$ cat config.mk
export PLATFORM = sky130hd
export DESIGN_NAME = uart_rx_async
export DESIGN_NICKNAME = d
export VERILOG_FILES = /design/src/rtl/uart_rx_async.sv
export SDC_FILE = /design/constraint.sdc
export NUM_CORES = 1
export LEC_CHECK = 0
export ABC_AREA = 1
export CORE_AREA = 4 4 69 59
export DETAILED_ROUTE_END_ITERATION = 6
export DIE_AREA = 0 0 73 63
export PLACE_DENSITY = 0.81
export RECOVER_POWER = 50
export SLEW_MARGIN = 20
export SYNTH_ARGS = -nofsm -noshare
export SYNTH_HDL_FRONTEND = slang
export SYNTH_SLANG_ARGS = --single-unit
$ cat constraint.sdc
create_clock -name clk -period 2.2 [get_ports clk]
set_input_delay 0.55 -clock clk [delete_from_list [all_inputs] [get_ports clk]]
set_output_delay 0.55 -clock clk [all_outputs]
set_load 0.03 [all_outputs]
$ cat src/rtl/uart_rx_async.sv
// 16x-oversampled UART receiver: synchronises and majority-filters rx, frames 7/8 data bits with
// optional parity, then hands the byte to a holding register or to an external RX FIFO.
module uart_rx_async #(
    parameter int RX_FIFO     = 0,
    parameter int SYNC_STAGES = 2
) (
    input  logic       clk,
    input  logic       reset,
    input  logic       baud_clock,
    input  logic       rx,
    input  logic       bit8,
    input  logic       parity_en,
    input  logic       odd_n_even,
    input  logic       read_rx_byte,
    input  logic       fifo_full,
    input  logic       fifo_empty,
    output logic [7:0] rx_byte,
    output logic       rx_ready,
    output logic       parity_err,
    output logic       framing_err,
    output logic       overflow,
    output logic       fifo_write
);

    typedef enum logic [2:0] {IDLE, START, DATA, PARITY, STOP, DELIVER} state_t;

    state_t                 r_state;
    logic [SYNC_STAGES-1:0] r_sync;
    logic [2:0]             r_taps;
    logic [3:0]             r_sampCnt;
    logic [2:0]             r_bitCnt;
    logic [7:0]             r_shift;
    logic                   r_parSample;
    logic                   r_stopSample;

    logic                   w_rxSync;
    logic                   w_rxFilt;
    logic                   w_lastBit;
    logic [7:0]             w_data;
    logic                   w_parErr;

    assign w_rxSync  = r_sync[SYNC_STAGES-1];
    assign w_rxFilt  = (r_taps[0] & r_taps[1]) | (r_taps[0] & r_taps[2]) | (r_taps[1] & r_taps[2]);
    assign w_lastBit = (r_bitCnt == (bit8 ? 3'd7 : 3'd6));
    // Bits enter at the MSB, so a 7-bit frame ends up in r_shift[7:1].
    assign w_data    = bit8 ? r_shift : {1'b0, r_shift[7:1]};
    assign w_parErr  = parity_en & (r_parSample != (odd_n_even ^ (^w_data)));

    always_ff @(posedge clk) begin
        if (reset) begin
            r_sync <= '1;
            r_taps <= '1;
        end else begin
            r_sync <= {r_sync[SYNC_STAGES-2:0], rx};
            if (baud_clock) begin
                r_taps <= {r_taps[1:0], w_rxSync};
            end
        end
    end

    always_ff @(posedge clk) begin
        if (reset) begin
            r_state      <= IDLE;
            r_sampCnt    <= '0;
            r_bitCnt     <= '0;
            r_shift      <= '0;
            r_parSample  <= 1'b0;
            r_stopSample <= 1'b0;
            rx_byte      <= '0;
            rx_ready     <= 1'b0;
            parity_err   <= 1'b0;
            framing_err  <= 1'b0;
            overflow     <= 1'b0;
            fifo_write   <= 1'b0;
        end else begin
            fifo_write <= 1'b0;
            if (RX_FIFO != 0) begin
                rx_ready <= ~fifo_empty;
            end
            if (r_state == DELIVER) begin
                rx_byte     <= w_data;
                parity_err  <= w_parErr;
                framing_err <= ~r_stopSample;
                if (RX_FIFO == 0) begin
                    // A read in this same cycle consumed the old byte, so nothing is lost.
                    rx_ready <= 1'b1;
                    overflow <= read_rx_byte ? 1'b0 : (overflow | rx_ready);
                end else if (fifo_full) begin
                    overflow <= 1'b1;
                end else begin
                    fifo_write <= 1'b1;
                end
                r_state   <= IDLE;
                r_sampCnt <= '0;
            end else begin
                if (read_rx_byte) begin
                    parity_err  <= 1'b0;
                    framing_err <= 1'b0;
                    if (RX_FIFO == 0) begin
                        rx_ready <= 1'b0;
                        overflow <= 1'b0;
                    end
                end
                if (baud_clock) begin
                    r_sampCnt <= r_sampCnt + 4'd1;
                    case (r_state)
                        IDLE: begin
                            r_sampCnt <= '0;
                            if (!w_rxFilt) begin
                                r_state <= START;
                            end
                        end
                        START: begin
                            if (r_sampCnt == 4'd7) begin
                                r_sampCnt <= '0;
                                r_bitCnt  <= '0;
                                r_state   <= w_rxFilt ? IDLE : DATA;
                            end
                        end
                        DATA: begin
                            if (r_sampCnt == 4'd15) begin
                                r_shift  <= {w_rxFilt, r_shift[7:1]};
                                r_bitCnt <= r_bitCnt + 3'd1;
                                if (w_lastBit) begin
                                    r_sampCnt <= '0;
                                    r_state   <= parity_en ? PARITY : STOP;
                                end
                            end
                        end
                        PARITY: begin
                            if (r_sampCnt == 4'd15) begin
                                r_parSample <= w_rxFilt;
                                r_sampCnt   <= '0;
                                r_state     <= STOP;
                            end
                        end
                        STOP: begin
                            // Leaving at mid-stop lets a start bit arriving half a bit later be caught.
                            if (r_sampCnt == 4'd15) begin
                                r_stopSample <= w_rxFilt;
                                r_sampCnt    <= '0;
                                r_state      <= DELIVER;
                            end
                        end
                        default: begin
                            r_sampCnt <= '0;
                            r_state   <= IDLE;
                        end
                    endcase
                end
            end
        end
    end

endmodule

==> results.py <==
metrics = {
    "synthesis": {
        "syn-mean-instance-area_um2": 6.80,
        "syn_area_mm2": 0.00193,
        "synth-seq-cells": 37,
        "distinct_cell_type_count_after_synthesis": 33,
        "synthesized_netlist_net_count": 296,
        "synthCells": 284,
        "yosysSeqAreaShare_pct": 38.3,
        "synth.yosys.warnings": 0,
    },
    "final_layout": {
        "nNetsFinal": 321,
        "final-seq-area_um2": 741,
        "num_antenna_cells": 0,
        "areaGrowthSynthToFinish_pct": 17.6,
        "layout.cell_area.non_filler_mm2": 0.00227,
        "drive_above_1_share_pct": 12.3,
        "multi_input_comb_area_mm2": 0.00100,
        "number_of_inserted_filler_cells_in_the_final_layout": 309,
    },
    "routing": {
        "dr_total_vias": 1816,
        "drc": 0,
        "routedWlPerCell_um": 11.1,
        "drt_via_density": 5.16,
        "drt.antenna.violating_nets": 0,
        "drtIter0Drc": 129,
        "totalWireLength_um": 3910,
        "firstDrtPassIters": 4,
    },
    "pwr": {
        "totalPowerFinal_mw": 1.73,
        "ir_worst_vdd_uv": 470,
        "cellLeakagePower_nw": 1.00,
        "power.density_cell_area_mw_per_mm2": 764,
    },
    "global_route": {
        "grt.overflow.total": 0,
        "groute.layer.met3.usage_pct": 4.82,
        "grt_first_pass_wirelength_um": 6590,
        "gr-max-usage-layer": "met1",
        "first_global_vias": 1455,
        "globalRouteMet2Util_pct": 24.0,
        "antenna_found_initial": 0,
        "gr-usage-all-layers_pct": 18.3,
        "grtUsageMet1_pct": 27.0,
        "pin_count_of_the_biggest_net_entering_global_routing": 17,
    },
    "floorplan": {
        "start_util_pct": 57.6,
        "io_pins": 23,
        "total_number_of_placement_rows": 19,
        "design.core.area_mm2": 0.00335,
        "die_height_um": 63,
        "die_footprint_mm2": 0.00460,
        "dieWidth_um": 73,
    },
    "clocking": {
        "clock_latency_reported_for_the_late_side_of_the_worst_skew_pair_ns": 0.29,
        "postCtsHoldBufs": 0,
        "cts_tree": "yes",
        "cts_num_sinks": 37,
        "cts_made_buffers": 5,
        "cts_buffer_depth": 2,
        "post-cts-setup-buffer-count": 0,
        "ctsHtreeMaxLevel": 2,
        "cts_resized": 0,
        "clk_pin_slew_ns": 0.07,
        "cts_root_cell": "sky130_fd_sc_hd__clkbuf_8",
    },
    "sta": {
        "report.final.slew_viol_count": 0,
        "finalCritPeriodShare_pct": 85.3,
        "final_hold_fails": 0,
        "setup_ws_ns": 0.324,
        "rsz0062_at_grt": "no",
        "setup-tns-final_ns": 0,
        "count_of_final_setup_violators": 0,
        "fmax_mhz": 533,
        "final_period_minus_worst_setup_slack_ns": 1.88,
        "skew_ns": 0.00260,
    },
    "worst_setup_path": {
        "path_cells": "clkdlybuf4s50_1 > inv_4 > nand2_1 > nand3b_1 > nand2_1 > nand3_2 > nor2_4 > nand2_1 > o21ai_1 > nor2_1",
        "critical-path-slowest-cell": "sky130_fd_sc_hd__clkdlybuf4s50_1",
        "critical_path.endpoint_type": "register",
        "cp.required_ns": 2.38,
        "critPathMaxFanout": 15,
        "timing_worst_setup_path_type": "primary input to register",
        "critPathBufInv": 2,
        "cp_data_arrival_time_ns": 2.06,
        "critical_path.max_stage_delay_ns": 0.66,
        "critPathLaunchType": "primary input",
        "critical_path.top_delay_family": "buffers and inverters",
        "critical-path-top-cell-by-count": "sky130_fd_sc_hd__nand2_1",
    },
    "placed_design": {
        "place_congestion": 0.925,
        "pre_cts_ws_ns": 0.0505,
        "detailed_place.area_mm2": 0.00217,
        "place_hpwl_um": 2940,
        "numPortBuffers": 19,
    },
    "flow_run": {
        "maxCapViolCount": 0,
    },
    "worst_hold_path": {
        "worst_hold_path_type": "register to register",
    },
    "outcome": {
        "outcome": "finished, final reports clean",
    },
}
==> placed cells by master, fill, tap and decap left out, types with 3 or more instances in the layout <==
cell type / netlist / routed
sky130_fd_sc_hd__a21oi_1: 20 / 20
sky130_fd_sc_hd__buf_4: 3 / 6
sky130_fd_sc_hd__clkbuf_1: 1 / 3
sky130_fd_sc_hd__clkbuf_8: 0 / 6
sky130_fd_sc_hd__clkdlybuf4s50_1: 0 / 18
sky130_fd_sc_hd__dfxtp_1: 37 / 37
sky130_fd_sc_hd__inv_1: 19 / 20
sky130_fd_sc_hd__inv_2: 10 / 8
sky130_fd_sc_hd__nand2_1: 97 / 97
sky130_fd_sc_hd__nand2_2: 3 / 3
sky130_fd_sc_hd__nand3_1: 16 / 17
sky130_fd_sc_hd__nand3_2: 4 / 3
sky130_fd_sc_hd__nor2_1: 14 / 16
sky130_fd_sc_hd__nor3_1: 3 / 3
sky130_fd_sc_hd__o21ai_0: 20 / 21
sky130_fd_sc_hd__o21ai_1: 7 / 6
==> path summary, 6_finish.rpt <==
check | slack (ns) | depth (start not counted) | endpoint | startpoint
setup / recovery | 0.32 | 10 | r_state[2] | bit8
hold / removal | 0.41 | 1 | r_sync[1] | r_sync[0]
setup reg to reg | 0.59 | 7 | rx_byte[7] | r_state[1]
hold reg to reg | 0.41 | 1 | r_sync[1] | r_sync[0]
==> through the flow <==
| step | instances | hold WS (ns) | util [%] |
|---|---|---|---|
| final | 352 | 0.412 | 67.7 |
| after CTS | 352 | 0.413 | 68.3 |
| after floorplan | 284 | 0.389 | - |
| after detailed placement | 344 | 0.396 | 64.8 |
| after global routing | 352 | 0.422 | 67.7 |
| after global placement | 344 | 0.394 | 64.8 |
==> layout make-up <==
| type | count | share of cell area (%) |
|---|---|---|
| well taps | 42 | 2.31 |
| inverters | 30 | 5.07 |
| repair buffers | 27 | 10.7 |
| flip-flops and latches | 37 | 32.6 |
| multi-input cells | 208 | 44.2 |
| clock buffers | 7 | 3.80 |
| clock inverters | 1 | 1.32 |
==> flip-flops by register name, summed over array words and instances (netlist names) <==
register and count:
r_taps 3, r_sampCnt 4, overflow 1, rx_byte 8, r_stopSample 1, rx_ready 1
parity_err 1, r_bitCnt 3, r_shift 8, r_state 3, framing_err 1, r_sync 2
r_parSample 1
==> metal layers <==
layer  vias up  wire length, µm
li1        962                -
met1       813             2070
met2        37             1580
met3         4              199
met4         0               63
met5         -                0
==> where the power goes <==
group	switching (mW)	internal [mW]
Combinational	0.264	0.138
Sequential	0.0341	0.699
Clock	0.231	0.369
Total	0.528	1.21
==> kinds of logic (layout without fill, tap and decap cells) <==
| family | Yosys count | count (layout) | share of synthesized area [%] |
|---|---|---|---|
| and+or+nand+nor | 151 | 151 | 35.8 |
| other | 1 | 1 | 0.194 |
| buffers and inverters | 39 | 65 | 9.20 |
| AOI/OAI and AO/OA | 51 | 51 | 13.9 |
| xor gates and xnor gates | 3 | 3 | 1.36 |
| DFF | 37 | 37 | 38.3 |
| adders and majority gates | 2 | 2 | 1.30 |
==> cells in the mapped netlist <==
cell                       count  area (µm²)
sky130_fd_sc_hd__clkbuf_1      1        3.75
sky130_fd_sc_hd__nand3_2       4        40.0
sky130_fd_sc_hd__buf_4         3        22.5
sky130_fd_sc_hd__a21oi_2       2        17.5
sky130_fd_sc_hd__inv_4         1        6.26
sky130_fd_sc_hd__xor2_1        2        17.5
sky130_fd_sc_hd__buf_6         2        22.5
sky130_fd_sc_hd__a21oi_1      20         100
sky130_fd_sc_hd__ha_1          2        25.0
sky130_fd_sc_hd__buf_1         1        3.75
sky130_fd_sc_hd__inv_1        19        71.3
sky130_fd_sc_hd__o211ai_1      1        7.51
sky130_fd_sc_hd__inv_2        10        37.5
sky130_fd_sc_hd__nor3_1        3        15.0
sky130_fd_sc_hd__nor4_1        1        6.26
sky130_fd_sc_hd__nor2_2        4        25.0
sky130_fd_sc_hd__nor3_4        1        16.3
sky130_fd_sc_hd__nand3_1      16        80.1
sky130_fd_sc_hd__nand2_1      97         364
sky130_fd_sc_hd__nand4_1       2        12.5
sky130_fd_sc_hd__nor2_4        2        22.5
sky130_fd_sc_hd__dfxtp_1      37         741
sky130_fd_sc_hd__xnor2_1       1        8.76
sky130_fd_sc_hd__o21ai_1       7        35.0
sky130_fd_sc_hd__nand3_4       1        17.5
sky130_fd_sc_hd__o31ai_1       1        7.51
sky130_fd_sc_hd__nor2_1       14        52.6
sky130_fd_sc_hd__conb_1        1        3.75
sky130_fd_sc_hd__nand3b_1      1        7.51
sky130_fd_sc_hd__nand2_2       3        18.8
sky130_fd_sc_hd__or2_2         2        12.5
sky130_fd_sc_hd__buf_2         2        10.0
sky130_fd_sc_hd__o21ai_0      20         100
(Power assumes the default switching activity.)
